**src/rtl/hazard_control_unit_pkg.sv**
```systemverilog
// Shared encodings for the hazard control unit: FSM states, control bundle, NOP word.
package hazard_control_unit_pkg;

  localparam logic [1:0] ST_RUN      = 2'd0;
  localparam logic [1:0] ST_LU_STALL = 2'd1;
  localparam logic [1:0] ST_FREEZE   = 2'd2;

  // Instruction IF/ID loads when flushed (addi x0, x0, 0)
  localparam logic [31:0] NOP_INSTR = 32'h0000_0013;

  typedef struct packed {
    logic pc_write;
    logic if_id_write;
    logic if_id_flush;
    logic id_ex_bubble;
    logic pipe_freeze;
  } hz_ctrl_t;

  function automatic hz_ctrl_t ctrl_idle();
    hz_ctrl_t c;
    c = '0;
    c.pc_write    = 1'b1;
    c.if_id_write = 1'b1;
    return c;
  endfunction

  function automatic hz_ctrl_t ctrl_stall();
    hz_ctrl_t c;
    c = '0;
    c.id_ex_bubble = 1'b1;
    return c;
  endfunction

  function automatic hz_ctrl_t ctrl_flush();
    hz_ctrl_t c;
    c = ctrl_idle();
    c.if_id_flush  = 1'b1;
    c.id_ex_bubble = 1'b1;
    return c;
  endfunction

  function automatic hz_ctrl_t ctrl_freeze();
    hz_ctrl_t c;
    c = '0;
    c.pipe_freeze = 1'b1;
    return c;
  endfunction

endpackage

```
**src/rtl/hazard_control_unit_sat_counter.sv**
```systemverilog
// Saturating up-counter with synchronous active-low clear; sticks at all-ones.
module sat_counter #(
  parameter int CNT_W = 16
) (
  input  logic             clk,
  input  logic             clr_n_i,
  input  logic             inc_i,
  output logic [CNT_W-1:0] cnt_o
);

  logic [CNT_W-1:0] cnt_q, cnt_d;

  always_comb begin
    cnt_d = cnt_q;
    if (inc_i && (cnt_q != {CNT_W{1'b1}}))
      cnt_d = cnt_q + {{(CNT_W-1){1'b0}}, 1'b1};
  end

  always_ff @(posedge clk) begin
    if (!clr_n_i) cnt_q <= '0;
    else          cnt_q <= cnt_d;
  end

  assign cnt_o = cnt_q;

endmodule

```
**src/rtl/hazard_control_unit.sv**
```systemverilog
// ID/EX hold/flush control: load-use stalls, taken-beq flushes, dmem-wait freezes,
// plus saturating stall/flush statistics.
module hazard_control_unit
  import hazard_control_unit_pkg::*;
#(
  parameter int CNT_W        = 16,
  parameter int LU_STALL_CYC = 1
) (
  input  logic             clk,
  input  logic             reset,
  input  logic [4:0]       id_rs1,
  input  logic [4:0]       id_rs2,
  input  logic             id_uses_rs2,
  input  logic             ex_mem_read,
  input  logic [4:0]       ex_rd,
  input  logic             ex_beq,
  input  logic             ex_zero,
  input  logic             dmem_ready,
  output logic             pc_write,
  output logic             if_id_write,
  output logic             if_id_flush,
  output logic             id_ex_bubble,
  output logic             pipe_freeze,
  output logic [CNT_W-1:0] stall_cnt,
  output logic [CNT_W-1:0] flush_cnt
);

  logic [1:0] state_q, state_d;
  logic [1:0] saved_q, saved_d;
  logic [1:0] rem_q, rem_d;
  logic [1:0] eff_st;
  logic       lu_hit, br_take;
  logic       stall_inc, flush_inc;
  hz_ctrl_t   ctrl;

  assign lu_hit  = ex_mem_read && (ex_rd != 5'd0) &&
                   ((ex_rd == id_rs1) || (id_uses_rs2 && (ex_rd == id_rs2)));
  assign br_take = ex_beq && ex_zero;

  // While frozen, decisions are made as if in the state we froze from, so the
  // cycle dmem_ready returns already resumes the interrupted behaviour.
  assign eff_st = (state_q == ST_FREEZE) ? saved_q : state_q;

  always_comb begin
    ctrl      = ctrl_idle();
    state_d   = eff_st;
    saved_d   = saved_q;
    rem_d     = rem_q;
    stall_inc = 1'b0;
    flush_inc = 1'b0;
    if (!reset) begin
      state_d = ST_RUN;
    end else if (!dmem_ready) begin
      ctrl    = ctrl_freeze();
      state_d = ST_FREEZE;
      saved_d = eff_st;
    end else if (br_take) begin
      // Any stalled instruction in ID is on the wrong path; drop the stall.
      ctrl      = ctrl_flush();
      flush_inc = 1'b1;
      state_d   = ST_RUN;
      rem_d     = 2'd0;
    end else if (eff_st == ST_LU_STALL) begin
      ctrl      = ctrl_stall();
      stall_inc = 1'b1;
      rem_d     = rem_q - 2'd1;
      state_d   = (rem_q == 2'd1) ? ST_RUN : ST_LU_STALL;
    end else if (lu_hit) begin
      ctrl      = ctrl_stall();
      stall_inc = 1'b1;
      if (LU_STALL_CYC > 1) begin
        state_d = ST_LU_STALL;
        rem_d   = 2'(LU_STALL_CYC - 1);
      end
    end
  end

  always_ff @(posedge clk) begin
    if (!reset) begin
      state_q <= ST_RUN;
      saved_q <= ST_RUN;
      rem_q   <= 2'd0;
    end else begin
      state_q <= state_d;
      saved_q <= saved_d;
      rem_q   <= rem_d;
    end
  end

  assign pc_write     = ctrl.pc_write;
  assign if_id_write  = ctrl.if_id_write;
  assign if_id_flush  = ctrl.if_id_flush;
  assign id_ex_bubble = ctrl.id_ex_bubble;
  assign pipe_freeze  = ctrl.pipe_freeze;

  sat_counter #(.CNT_W(CNT_W)) u_stall_cnt (
    .clk     (clk),
    .clr_n_i (reset),
    .inc_i   (stall_inc),
    .cnt_o   (stall_cnt)
  );

  sat_counter #(.CNT_W(CNT_W)) u_flush_cnt (
    .clk     (clk),
    .clr_n_i (reset),
    .inc_i   (flush_inc),
    .cnt_o   (flush_cnt)
  );

endmodule

```
**config.mk**
```make
export PLATFORM = sky130hd
export DESIGN_NAME = hazard_control_unit
export DESIGN_NICKNAME = d
export VERILOG_FILES = /design/src/rtl/hazard_control_unit_pkg.sv /design/src/rtl/hazard_control_unit_sat_counter.sv /design/src/rtl/hazard_control_unit.sv
export SDC_FILE = /design/constraint.sdc
export NUM_CORES = 1
export LEC_CHECK = 0
export ABC_AREA = 1
export ABC_CLOCK_PERIOD_IN_PS = 2400
export CORE_ASPECT_RATIO = 1.2
export CORE_MARGIN = 5
export CORE_UTILIZATION = 50
export CTS_CLUSTER_SIZE = 14
export DETAILED_ROUTE_END_ITERATION = 10
export GPL_TIMING_DRIVEN = 0
export PLACE_DENSITY = 0.8
export SETUP_SLACK_MARGIN = 0.05
export SLEW_MARGIN = 25
export SYNTH_ARGS = -nofsm -noshare
export SYNTH_HDL_FRONTEND = slang
export SYNTH_HIERARCHICAL = 1
export SYNTH_SLANG_ARGS = --single-unit
```
**constraint.sdc**
```tcl
create_clock -name clk -period 2.4 [get_ports clk]
set_input_delay 0.6 -clock clk [delete_from_list [all_inputs] [get_ports clk]]
set_output_delay 0.6 -clock clk [all_outputs]
set_load 0.01 [all_outputs]
```
### Word-level counts from Yosys, hierarchy flattened

Index checks and enable logic that the tools add are counted.

| word-level totals | value |
|---|---|
| register bits after elaboration | 38 |
| latch bits | 0 |
| bits in writable memories | 0 |
| memory bits (read-only) | 0 |
| output and inout port bits | 37 |
| word-level logic and storage cells | 49 |
| memories | 0 |

| operators by class | value |
|---|---|
| $add $sub $neg | 3 |
| multiply operators | 0 |
| div/mod/pow operators | 0 |
| magnitude comparators | 0 |
| equality and inequality tests | 7 |
| shift operators | 0 |
| multiplexer cells | 20 |
| bitwise gates (word level) | 2 |
| reductions and logical operators | 11 |

Operator list:

| operator | count |
|---|---|
| $add A16 B1 Y16 const B | 2 |
| $ne A16 B16 Y1 const B | 2 |
| $mux W5 | 5 |
| $mux W2 | 6 |
| $eq A5 B5 Y1 | 2 |
| $mux W1 | 9 |
| $logic_and A1 B1 Y1 | 6 |
| $reduce_bool A5 Y1 | 1 |
| $eq A2 B1 Y1 const B | 2 |
| $reduce_or A3 Y1 | 1 |
| $eq A2 B2 Y1 const B | 1 |
| $not A1 Y1 | 2 |
| $reduce_and A2 Y1 | 1 |
| $reduce_bool A2 Y1 | 1 |
| $sub A2 B1 Y2 const B | 1 |
| $logic_or A1 B1 Y1 | 1 |

### Longest topological paths before layout

Gate-level depths: netlist (run 1).

| depth | value |
|---|---|
| word-level depth | 10 |
| mapped depth | 18 |

### By module

Netlist (run 1), hierarchy kept.

By module, submodules not included:

| module | instances | cells each | area each (um^2) | seq. area each (um^2) |
|---|---|---|---|---|
| sat_counter | 2 | 149 | 996.0 | 320.3 |
| hazard_control_unit | 1 | 98 | 521.8 | 120.1 |

### Worst setup path after synthesis (run 1)

No wires, ideal clock.

| timing path | value |
|---|---|
| path kind | in2out |
| start point | input ex_rd[3] |
| end point | output pc_write |
| arrival time | 1.482 ns |
| required time | 1.800 ns |
| setup slack | 0.318 ns |
| stages | 8 |
| buffers on the path | 1 |
| cell sequence | inv_1 -> nand4_1 -> o21ai_0 -> inv_1 -> nand2_1 -> nand2_1 -> a21oi_1 -> buf_4 |

| between the ends | value |
|---|---|
| cells in the longest elaborated chain, start to end | 9 |

Ends and longest elaborated chain:

| element | RTL line | text |
|---|---|---|
| start, declared | hazard_control_unit.sv:15 | `input logic [4:0] ex_rd,` |
| $eq A5 B5 Y1 | hazard_control_unit.sv:37 | `((ex_rd == id_rs1) \|\| (id_uses_rs2 && (ex_rd == id_rs2)));` |
| $logic_and A1 B1 Y1 | hazard_control_unit.sv:37 |  |
| $logic_or A1 B1 Y1 | hazard_control_unit.sv:37 |  |
| $logic_and A1 B1 Y1 (*) | hazard_control_unit.sv:36 | `assign lu_hit = ex_mem_read && (ex_rd != 5'd0) &&` |
| $mux W5 (*) | hazard_control_unit.sv:68 | `end else if (lu_hit) begin` |
| $mux W5 (*) | hazard_control_unit.sv:63 | `end else if (eff_st == ST_LU_STALL) begin` |
| $mux W5 (*) | hazard_control_unit.sv:57 | `end else if (br_take) begin` |
| $mux W5 (*) | hazard_control_unit.sv:53 | `end else if (!dmem_ready) begin` |
| $mux W5 (*) | hazard_control_unit.sv:51 | `if (!reset) begin` |
| end, declared | hazard_control_unit.sv:19 | `output logic pc_write,` |

Every way passes the cells marked *; elsewhere a longest branch is shown, timed or not.

### Final worst setup path (run 1)

| timing path | value |
|---|---|
| start point | input reset |
| end point | output pc_write |

| between the ends | value |
|---|---|
| cells in the longest elaborated chain, start to end | 1 |

Ends and longest elaborated chain:

| element | RTL line | text |
|---|---|---|
| start, declared | hazard_control_unit.sv:10 | `input logic reset,` |
| $mux W5 | hazard_control_unit.sv:51 |  |

No other way between the ends.

==> out/results.ini, run 1 <==
[layout]
postLayoutCellArea_mm2 = 0.00323
area_growth_pct = 28.4
layout-drive-gt1-share_pct = 16.5
fillers = 456
finalNetCount = 486
insertedDiodeCount = 0

[place]
gp_congestion = 0.827
place_area_mm2 = 0.00317
io_buffer_count = 58
hpwl_um = 4500

[setup_path]
path_max_fanout = 5
required_ns = 1.80
arrival_ns = 1.65
cp_slowest_cell = clkdlybuf4s15_1
cp-start-kind = primary input
path_buf_inv = 4
slowest_delay_ns = 0.38
crit_top_cell = a21oi_2
crit_family = buffers and inverters
path_cells = clkdlybuf4s15_1, inv_1, a21oi_2, a21oi_2, buf_4, buf_6
cp-end-kind = output pin
worst-setup-path-type = primary input to output pin

[global_routing]
grt_max_degree = 12
grt.total_usage_pct = 19.1
grt_pass1_wl_um = 10200
antenna_found_initial = 0
grt_overflow = 0
first_global_vias = 2519

[detailed_routing]
routed_wl_um = 5730
vias_per_cell = 4.94
first_iter_violations = 79
num_vias = 2578
wire_per_inst_um = 11.0
postRouteAntennaNets = 0
drcViolationCount = 0
drt_pass1_iterations = 4

[yosys]
synth-compound-area-share_pct = 5.13
ys_seq_elements = 38
synth_area_leaders = dfxtp_1, nand2_1, nor2_1
synth_enable_flop_cells = 0
synth_cells = 396
synth_simple_gate_area_share_pct = 53.2
syn_area_mm2 = 0.00251
postSynth.asyncResetShare_pct = 0
synth_cell_types = 26
yosysSeqAreaShare_pct = 30.3
synth_top_area_share_pct = 30.3
avgSynthCellArea_um2 = 6.35
synthXorXnorAreaFrac_pct = 0.348
ys.flop_type = dfxtp_1
synth_top_family_by_area = simple AND/OR/NAND/NOR gates
yosys_warnings = 6
syn_nets = 421
yosys-mux-area-fraction_pct = 0
synth_area_leader_cell = dfxtp_1
synth-adder-area-share_pct = 1.49

[cts]
clkTransAtPathRegs_ns = 0.08
root_buffer = clkbuf_8
cts_tree = done
max-clock-path-buffers = 2
cts_sinks = 38
clk_latency_ns = 0.29
cts_htree_levels = 2
cts_buffers = 5

[floorplanning]
initial_core_util_pct = 51.3
ios = 59
dieWidth_um = 74.7
fp.dieH_um = 87.7
coreArea_mm2 = 0.00490
die_area_mm2 = 0.00655
rows = 28

[timing]
max_clock_freq_mhz = 445
timing.final.max_slew_violations = 0
tightest_slew_ns = 0.349
period_share_pct = 93.7
hold_viol_final = 0
rsz0062_at_grt = true
fin_worst_skew_ns = 0.00869
fin_crit_ns = 2.25
finalSetupViolCount = 0
slew-limit-headroom_pct = 76.7

[power]
power_density_mw_per_mm2 = 375
leakagePower_nw = 1.47
ir_worst_vdd_mv = 0.277
power_mw = 1.21

[run]
drv_cap = 0

[run_status]
outcome = finished, final reports clean

[min_path]
worstHoldPathType = flip-flop to flip-flop

==> layout by cell type (no fill, tap or decap), types with 2 or more instances in the layout <==
cell type,Yosys,final
clkdlybuf4s50_1,0,35
nand2_4,4,4
dlymetal6s2s_1,0,2
nor2_2,14,15
ha_1,3,3
nand2_2,9,11
inv_2,1,4
o21ai_0,3,3
dfxtp_1,38,38
nor2_1,79,78
a21oi_1,18,16
nand4_2,2,2
buf_12,2,2
a21oi_2,0,2
clkdlybuf4s15_1,0,4
buf_2,0,2
nor2_4,10,10
nor2_8,2,2
or2_0,2,2
clkbuf_8,2,8
nand2_1,124,122
inv_1,39,36
nand3_1,28,28
buf_4,3,3
dlygate4sd2_1,0,7
nor3_1,2,2
clkbuf_2,0,7
nand4_1,6,6
==> synth_stat cells (all sizes together) (2+ instances only) <==
master,count
o21ai,4
dfxtp,38
nor2,105
nand2,137
a21oi,18
clkbuf,2
or2,3
nand3,28
ha,3
nor3,2
buf,5
nand4,8
inv,40
==> through the flow <==
step                      setup TNS (ns)  std cells  worst slack [ns]  hold slack (ns)  util, %
after detailed placement           -4.73        514            -0.643            0.473     64.6
after global placement             -4.28        514            -0.611            0.444     64.6
after global routing                   0        522            0.0421            0.510     65.8
after floorplan                        0        396             0.318            0.429        -
final                                  0        522             0.151            0.481     65.8
after CTS                        -0.0304        522           -0.0304            0.482     65.9
==> power by group <==
part | switching, mW | internal (mW) | total (mW)
registers | 0.00277 | 0.633 | 0.636
logic | 0.0638 | 0.0616 | 0.125
clock network | 0.218 | 0.232 | 0.450
==> path summary, 6_finish.rpt <==
check             depth (start not counted)                     to  slack, ns        from
setup / recovery                          6               pc_write       0.15       reset
hold / removal                            2             saved_q[0]       0.48  saved_q[0]
hold reg to reg                           2             saved_q[0]       0.48  saved_q[0]
setup reg to reg                         13  u_stall_cnt/cnt_o[13]       0.44  saved_q[1]
==> state kept, by name, indices dropped and copies added (netlist names) <==
name and flops:
u_stall_cnt/cnt_o 16, saved_q 2, rem_q 2, state_q 2, u_flush_cnt/cnt_o 16
==> final cells by class <==
cell class / instances / area, µm² / area share [%]
flip-flops and latches: 38 / 761 / 23.6
clock buffers: 7 / 86.3 / 2.67
clock inverters: 1 / 5.00 / 0.155
repair buffers: 58 / 533 / 16.5
plain buffers: 7 / 90.1 / 2.79
multi-input cells: 311 / 1530 / 47.3
well taps: 60 / 75.1 / 2.33
inverters: 40 / 150 / 4.65
==> timing repair <==
item,4_1_cts,5_1_grt
hold buffers,0,0
gates resized for setup,36,23
setup endpoints to repair,9,10
buffers inserted,0,0
pin swaps,11,14
==> cell families after synthesis <==
| logic type | count (synthesis) |
|---|---|
| and+or+nand+nor | 283 |
| buffers and inverters | 47 |
| DFF | 38 |
| AOI/OAI and AO/OA | 24 |
| adders and majority gates | 3 |
| xor gates and xnor gates | 1 |
==> tightest hold or removal path, stage by stage (launching register included) <==
cell and delay (ns):
dfxtp_1 0.34, nand2_1 0.05, o21ai_0 0.06
==> per-layer routing <==
metal,up-vias,GRT usage (%),part of all wire (%)
met5,-,0,0
met1,1155,21.7,42
met3,8,4.36,5.0
li1,1360,-,-
met2,55,34.9,52
met4,0,5.83,1.1
No activity file was read; power rests on OpenSTA's default activity.
==> run 2, diff against run 1 <==
--- a/config.mk
+++ b/config.mk
@@ -13,7 +13,7 @@
 export CTS_CLUSTER_SIZE = 14
 export DETAILED_ROUTE_END_ITERATION = 10
 export GPL_TIMING_DRIVEN = 0
-export PLACE_DENSITY = 0.8
+export PLACE_DENSITY = 0.81
 export SETUP_SLACK_MARGIN = 0.05
 export SLEW_MARGIN = 25
 export SYNTH_ARGS = -nofsm -noshare
==> run 2 against run 1 <==
Against the previous run:
- sequential power about the same
- utilization increased by 0.56 points
- maximum frequency down 1.2%
- clock-buffer cell count decreased by 2
- worst hold slack got worse by 0.014 ns
- register-to-register slack lost 0.09 ns
- via count shrank 0.35%
- critical path depth unchanged
- clock power shrank 8.0%
==> out/results.ini, run 2 (same netlist as run 1, synthesis figures left out) <==
[layout]
insertedDiodeCount = 0
area_growth_pct = 29.5
layout-drive-gt1-share_pct = 17.5
multiInputGateArea_mm2 = 0.00154
fin_cells = 523
postLayoutCellArea_mm2 = 0.00326
fillers = 466
final-seq-area_um2 = 761
final_cell_mix = nand2_1, nor2_1, dfxtp_1
final_common_cell = nand2_1
finalNetCount = 488

[timing]
timing.final.max_slew_violations = 0
rsz0062_at_grt = false
hold_viol_final = 0
slew-limit-headroom_pct = 78.4
tightest_slew_ns = 0.325
period_share_pct = 94.9
fin_worst_skew_ns = 0.00738
finalSetupViolCount = 0
finalSetupTns_ns = 0
fin_crit_ns = 2.28
max_clock_freq_mhz = 439

[power]
leakagePower_nw = 1.48
power_mw = 1.18
ir_worst_vdd_mv = 0.288
power_density_mw_per_mm2 = 362

[place]
io_buffer_count = 58
place_area_mm2 = 0.00317
hpwl_um = 4520
gp_congestion = 0.832
dp_cells = 514

[global_routing]
first_global_vias = 2341
grt.total_usage_pct = 18.3
grt_overflow = 0
grt_max_degree = 12
antenna_found_initial = 0
grt_pass1_wl_um = 9670

[floorplanning]
initial_core_util_pct = 51.3
rows = 28
coreArea_mm2 = 0.00490
ios = 59
die_area_mm2 = 0.00655
fp.dieH_um = 87.7
dieWidth_um = 74.7

[detailed_routing]
num_vias = 2569
first_iter_violations = 59
drcViolationCount = 0
drt_pass1_iterations = 4
wire_per_inst_um = 10.9
routed_wl_um = 5680
postRouteAntennaNets = 0
vias_per_cell = 4.91

[min_path]
hp-start = rem_q[1]
worstHoldPathType = flip-flop to flip-flop
hold_depth = 2

[setup_path]
cp_slowest_cell = clkdlybuf4s15_1
required_ns = 1.80
worst-setup-path-type = primary input to output pin
crit_top_cell = a21oi_2
path_cells = clkdlybuf4s15_1, inv_1, a21oi_2, a21oi_2, buf_4, buf_6
worstReg2RegStart = saved_q[1]
startpoint = reset
cp-end-kind = output pin
path_max_fanout = 5
arrival_ns = 1.68
cp-start-kind = primary input
slowest_delay_ns = 0.36
r2r_cells = 14

[cts]
root_buffer = clkbuf_8
cts_sinks = 38
clk_latency_ns = 0.28
clkTransAtPathRegs_ns = 0.07
cts_htree_levels = 2
cts_hold_buffers = 0
cts_buffers = 5
cts_tree = done
max-clock-path-buffers = 2

[run]
drv_cap = 0

[run_status]
outcome = finished, final reports clean

## run 2: area by class of cell
cell class                 instances  share of cell area (%)
clock buffer                       5                    2.11
clock inverter                     2                   0.307
sequential                        38                    23.4
timing repair buffer              60                    17.1
multi-input combinational        311                    47.4
buffer                             7                    2.77
tap                               60                    2.31
inverter                          40                    4.61
## run 2: per-layer routing
layer	share of wire, %	up-vias	track usage (%)
met5	0	-	0
li1	-	1361	-
met1	44	1160	21.0
met3	4.3	4	4.36
met4	0.67	0	5.18
met2	51	44	33.1
## run 2: path summary, 6_finish.rpt
path,slack [ns],endpoint
worst max register to register,0.35,u_stall_cnt/cnt_o[13]
worst min-delay path,0.47,rem_q[1]
worst min register to register,0.47,rem_q[1]
worst max-delay path,0.12,pc_write
## run 2: metrics by stage
| stage | utilization (%) | setup WS (ns) | hold WS [ns] |
|---|---|---|---|
| 2_1_floorplan | - | 0.318 | 0.429 |
| 3_3_place_gp | 64.6 | -0.604 | 0.441 |
| 3_5_place_dp | 64.6 | -0.613 | 0.459 |
| 4_1_cts | 65.9 | -0.0220 | 0.470 |
| 5_1_grt | 66.4 | 0.0455 | 0.496 |
| 6_report | 66.4 | 0.123 | 0.467 |
## run 2: power by group
part / switching [mW] / internal, mW / total, mW / leakage, nW
Clock: 0.219 / 0.195 / 0.414 / 0.0438
Sequential: 0.00250 / 0.633 / 0.636 / 0.306
Combinational: 0.0647 / 0.0638 / 0.128 / 1.13
## run 2: repair_timing
action                     in CTS  in global routing
setup endpoints to repair       9                 10
pin swaps                      10                 15
resized for setup              35                 27
setup buffers                   1                  1
## run 2: worst max-delay path: cells and delay by family
family                 cells  cell delay (ns)
AOI/OAI and AO/OA          2             0.31
buffers and inverters      4             0.76
